[config.mk]
export PLATFORM = sky130hd
export DESIGN_NAME = stack_sequencer
export DESIGN_NICKNAME = d
export VERILOG_FILES = /design/src/rtl/stack_sequencer.sv
export SDC_FILE = /design/constraint.sdc
export NUM_CORES = 1
export LEC_CHECK = 0
export CORE_MARGIN = 5
export CORE_UTILIZATION = 56
export CTS_BUF_LIST = sky130_fd_sc_hd__clkbuf_4
export DETAILED_ROUTE_END_ITERATION = 7
export GPL_TIMING_DRIVEN = 0
export PLACE_DENSITY = 0.88
export SETUP_SLACK_MARGIN = 0.15
export SYNTH_ARGS = -nofsm -noshare
export SYNTH_HDL_FRONTEND = slang
export SYNTH_SLANG_ARGS = --single-unit
[constraint.sdc]
create_clock -name clk -period 6.9 [get_ports clk]
set_clock_uncertainty 0.2 [all_clocks]
set_input_delay 1.38 -clock clk [delete_from_list [all_inputs] [get_ports clk]]
set_output_delay 1.38 -clock clk [all_outputs]
set_load 0.01 [all_outputs]
[src/rtl/stack_sequencer.sv]
// Stack transfer sequencer: walks the push mask (ascending) then the pop mask (descending),
// issuing one word bus cycle per set bit while tracking SP and steering the register file.
module stack_sequencer #(
  parameter int          MASK_W  = 16,
  parameter logic [15:0] SP_STEP = 16'd2
) (
  input  logic                      clk,
  input  logic                      reset_n,
  input  logic                      start,
  input  logic [MASK_W-1:0]         push_mask,
  input  logic [MASK_W-1:0]         pop_mask,
  input  logic [15:0]               sp_in,
  output logic                      busy,
  output logic                      done,
  output logic [15:0]               sp_out,
  output logic [15:0]               push_sp_value,
  output logic                      bus_req,
  output logic                      bus_write,
  output logic [15:0]               bus_addr,
  input  logic                      bus_ack,
  output logic [$clog2(MASK_W)-1:0] reg_sel,
  output logic                      reg_load
);

  localparam int SEL_W    = $clog2(MASK_W);
  localparam int SKIP_BIT = 5;
  localparam logic [MASK_W-1:0] BIT0      = {{(MASK_W-1){1'b0}}, 1'b1};
  localparam logic [MASK_W-1:0] SKIP_MASK = BIT0 << SKIP_BIT;

  typedef enum logic [2:0] {
    S_IDLE = 3'd0,
    S_PUSH = 3'd1,
    S_POP  = 3'd2,
    S_SKIP = 3'd3,
    S_DONE = 3'd4
  } state_t;

  state_t            state_q, state_d;
  logic [MASK_W-1:0] push_q, push_d;
  logic [MASK_W-1:0] pop_q, pop_d;
  logic [15:0]       sp_q, sp_d;
  logic [15:0]       psp_q, psp_d;
  logic [SEL_W-1:0]  push_idx_s;
  logic [SEL_W-1:0]  pop_idx_s;
  logic              accept_s;

  function automatic logic [SEL_W-1:0] lowest_bit(input logic [MASK_W-1:0] m);
    lowest_bit = '0;
    for (int i = MASK_W - 1; i >= 0; i--) begin
      if (m[i]) lowest_bit = SEL_W'(i);
    end
  endfunction

  function automatic logic [SEL_W-1:0] highest_bit(input logic [MASK_W-1:0] m);
    highest_bit = '0;
    for (int i = 0; i < MASK_W; i++) begin
      if (m[i]) highest_bit = SEL_W'(i);
    end
  endfunction

  // A BP_SKIP_SP slot at the head of the pop walk takes the no-bus SKIP path.
  function automatic state_t pop_entry(input logic [MASK_W-1:0] m);
    if (m == '0) begin
      pop_entry = S_DONE;
    end else if (highest_bit(m) == SEL_W'(SKIP_BIT)) begin
      pop_entry = S_SKIP;
    end else begin
      pop_entry = S_POP;
    end
  endfunction

  assign push_idx_s    = lowest_bit(push_q);
  assign pop_idx_s     = highest_bit(pop_q);
  assign accept_s      = start && ((state_q == S_IDLE) || (state_q == S_DONE));
  assign sp_out        = sp_q;
  assign push_sp_value = psp_q;

  always_ff @(posedge clk or negedge reset_n) begin
    if (!reset_n) begin
      state_q <= S_IDLE;
      push_q  <= '0;
      pop_q   <= '0;
      sp_q    <= 16'h0000;
      psp_q   <= 16'h0000;
    end else begin
      state_q <= state_d;
      push_q  <= push_d;
      pop_q   <= pop_d;
      sp_q    <= sp_d;
      psp_q   <= psp_d;
    end
  end

  always_comb begin
    state_d   = state_q;
    push_d    = push_q;
    pop_d     = pop_q;
    sp_d      = sp_q;
    psp_d     = psp_q;
    busy      = 1'b0;
    done      = 1'b0;
    bus_req   = 1'b0;
    bus_write = 1'b0;
    bus_addr  = 16'h0000;
    reg_sel   = '0;
    reg_load  = 1'b0;

    case (state_q)
      S_IDLE: begin
        state_d = S_IDLE;
      end
      S_PUSH: begin
        busy      = 1'b1;
        bus_req   = 1'b1;
        bus_write = 1'b1;
        bus_addr  = sp_q - SP_STEP;
        reg_sel   = push_idx_s;
        if (bus_ack) begin
          sp_d   = sp_q - SP_STEP;
          push_d = push_q & ~(BIT0 << push_idx_s);
          if (push_d == '0) begin
            state_d = pop_entry(pop_q);
          end else begin
            state_d = S_PUSH;
          end
        end else begin
          state_d = S_PUSH;
        end
      end
      S_POP: begin
        busy    = 1'b1;
        bus_req = 1'b1;
        bus_addr = sp_q;
        reg_sel = pop_idx_s;
        if (bus_ack) begin
          reg_load = 1'b1;
          sp_d     = sp_q + SP_STEP;
          pop_d    = pop_q & ~(BIT0 << pop_idx_s);
          state_d  = pop_entry(pop_d);
        end else begin
          state_d = S_POP;
        end
      end
      S_SKIP: begin
        busy    = 1'b1;
        sp_d    = sp_q + SP_STEP;
        pop_d   = pop_q & ~SKIP_MASK;
        state_d = pop_entry(pop_d);
      end
      S_DONE: begin
        done    = 1'b1;
        state_d = S_IDLE;
      end
      default: begin
        state_d = S_IDLE;
      end
    endcase

    // New work is taken in IDLE and also in the DONE cycle itself.
    if (accept_s) begin
      push_d = push_mask & ~SKIP_MASK;
      pop_d  = pop_mask;
      sp_d   = sp_in;
      psp_d  = sp_in;
      if ((push_mask & ~SKIP_MASK) != '0) begin
        state_d = S_PUSH;
      end else begin
        state_d = pop_entry(pop_mask);
      end
    end else begin
      psp_d = psp_d;
    end
  end

endmodule
==> impl_metrics.json <==
{
  "run_status": "complete, no violations",
  "worst-r2r-setup-slack_ns": 3.32,
  "drtPass1Iterations": 5,
  "critPathKind": "reg -> out",
  "synth_seq_cells": 67,
  "drtIter0Drc": 558,
  "cp_data_arrival_time_ns": 4.23,
  "cp_max_fo": 8,
  "setup_viol": 0,
  "worst_slew_pin_slew_ns": 1.07,
  "reg2reg_depth": 9,
  "syn_area_um2": 4600,
  "remaining_drc_errors": 0,
  "start_util_pct": 56.8,
  "hold_violations": 0,
  "grtUsageTotal_pct": 32.6,
  "maxSlewHeadroom_pct": 26.9,
  "core.rowCount": 33,
  "maxCapViolCount": 0,
  "finalWorstSetupSlack_ns": 1.09,
  "synth.area.top_cells": "dfrtp_1 (36%), nand2_1 (11%), o21ai_0 (6.9%), a22o_1 (5.1%), nor2_1 (4.2%)",
  "cp_cell_sequence": "inv_1, ha_1, or3b_4, or3_4, or4b_4, or3_4, nor3_1, nand2_1, o21ai_0, clkdlybuf4s50_1",
  "min-delay-start": "push_sp_value[11]",
  "finalSetupTns_ns": 0,
  "cts_tree": "built",
  "hold_ws_ns": 0.294,
  "cp.required_ns": 5.32,
  "post_cts_buffers": 0,
  "whs_endpoint": "push_sp_value[11]",
  "placed_cell_area_um2": 5800,
  "portBuffers": 107,
  "dieArea_um2": 10100,
  "syn-instance-count": 597,
  "dpl_worst_slack_ns": 1.71,
  "maxSlewViolCount": 0,
  "synthFlopType": "dfrtp_1",
  "synth_nets": 651,
  "hold_buffers": 0,
  "peakVddDrop_uv": 296,
  "cts_buffers": 9,
  "fin_crit_sh_pct": 84.2,
  "rsz0062_at_grt": "no",
  "ys_types": 63,
  "nFillCells": 623,
  "grt_pass1_wl_mm": 26.2,
  "grt_max_degree": 68,
  "clk_pin_slew_ns": 0.13,
  "fp.dieH_um": 101,
  "grt.overflow.total": 0,
  "grt_pass1_vias": 5251,
  "fp.dieW_um": 101,
  "area_growth_pct": 29.7,
  "fmax_mhz": 172,
  "core_um2": 8090,
  "clock-root-buffer": "clkbuf_4",
  "drtAntennaViolNets": 0,
  "worstSkewPairLatency_ns": 0.44,
  "avgSynthCellArea_um2": 7.70,
  "async_flop_share_pct": 100,
  "antenna_found_initial": 0,
  "multiInputGateArea_um2": 2720,
  "dr_total_vias": 5319,
  "layout-drive-gt1-share_pct": 4.86,
  "p_leak_uw": 0.00244,
  "cts_resized": 0,
  "fin_area_um2": 5960,
  "whs_path_depth": 2,
  "htreeDepth": 3,
  "crit_top_cell": "or3_4",
  "cp_slowest_cell": "clkdlybuf4s50_1",
  "startpoint_type": "register",
  "slowest_delay_ns": 0.60,
  "worst_r2r_endpoint": "state_q[1]",
  "clock-sinks": 67,
  "regToRegStartpoint": "pop_q[13]",
  "synth_edf_count": 0,
  "finalNetCount": 769,
  "end_kind": "primary output",
  "wirelength_mm": 16.3,
  "seq_area_frac_synth_pct": 36.5,
  "yosysWarnings": 0,
  "synth_top_area_share_pct": 36.5,
  "fin_crit_ns": 5.81,
  "route.detailed.wl_per_inst_um": 19.7,
  "hold_class": "reg -> reg",
  "p_per_area_nw_per_um2": 497,
  "io_pins": 109,
  "synth_largest_area_cell": "dfrtp_1",
  "n_antenna_cell": 0,
  "viasPerCell": 6.45,
  "final_util_pct": 73.7,
  "place_hpwl_mm": 12.2,
  "seq_area_um2": 1680,
  "clk_path_buf_depth": 2,
  "gp_congestion": 1.02
}
critical path, delay by kind of cell (launching register included):
family | cells | cell delay [ns]
DFF | 1 | 0.53
adders and majority gates | 1 | 0.24
AOI/OAI and AO/OA | 1 | 0.23
and+or+nand+nor | 6 | 2.03
buffers and inverters | 2 | 0.77
stage by stage:
stage,total power (uW),std cells
after floorplan,1820,597
after global placement,2570,809
after detailed placement,2600,809
after CTS,2920,825
after global routing,3150,825
final,2960,825
cells by family after synthesis:
group / Yosys count / synth area share (%)
DFF: 67 / 36.5
and+or+nand+nor: 276 / 28.2
adders and majority gates: 2 / 0.544
buffers and inverters: 49 / 4.36
AOI/OAI and AO/OA: 188 / 27.5
xor gates and xnor gates: 15 / 2.86
worst max path at each step:
stage	cells after the start	to	slack [ns]	start
floorplan	9	bus_addr[15]	2.38	sp_out[1]
global placement	10	bus_addr[15]	1.71	sp_out[1]
detailed placement	10	bus_addr[15]	1.71	sp_out[1]
CTS	10	bus_addr[15]	1.16	sp_out[1]
global route	10	bus_addr[15]	0.91	sp_out[1]
finish	10	bus_addr[15]	1.09	sp_out[1]
area by class of cell:
type,count,area share [%]
Buffer,31,2.23
Clock buffer,10,1.26
Clock inverter,6,1.51
Inverter,18,1.13
Multi-Input combinational cell,481,45.6
Sequential cell,67,28.1
Tap cell,105,2.20
Timing Repair Buffer,107,17.9
cells in the mapped netlist, types with 10 or more instances:
cell and n:
nand2_1 129, dfrtp_1 67, o21ai_0 63, nor2_1 51, a21oi_1 27, a22o_1 27, clkbuf_1 26, inv_1 18
nor3_1 16, nor4_1 15, o31ai_1 13, nand3_1 10
flip-flops by register name (all words and copies together), names as in the netlist:
name,flops
pop_q,16
push_q,16
push_sp_value,16
sp_out,16
state_q,3
where the power goes:
| group | total, uW | leakage, uW | switching [uW] | internal, uW |
|---|---|---|---|---|
| Combinational | 1860 | 0.00152 | 1070 | 794 |
| Sequential | 786 | 0.000831 | 220 | 565 |
| Clock | 313 | 0.0000866 | 161 | 151 |
cell usage in the layout, fill, tap and decap left out, types with 5 or more instances in the layout:
cell type	n
and3_1	8
nand3_1	10
o22ai_1	6
o31ai_1	13
inv_1	18
o211ai_1	5
dfrtp_1	67
a211oi_1	5
nand2_1	129
nor4_1	15
o21ai_0	63
clkdlybuf4s50_1	106
and2_1	5
a22o_1	27
nor2_1	51
clkbuf_1	26
clkbuf_4	10
xnor2_1	7
nor3_1	16
a21oi_1	27
nand2b_1	8
or3_1	6
xor2_1	8
metal layers:
layer | part of all wire [%] | wire length, um | vias to the layer above | track usage [%]
met5 | 0 | 0 | - | 0
met4 | 3.8 | 613 | 0 | 16.7
met3 | 9.6 | 1570 | 71 | 6.37
met2 | 48 | 7730 | 326 | 51.2
met1 | 39 | 6360 | 2501 | 42.7
li1 | - | - | 2421 | -
Note: power is estimated with default switching activity, not from simulation.
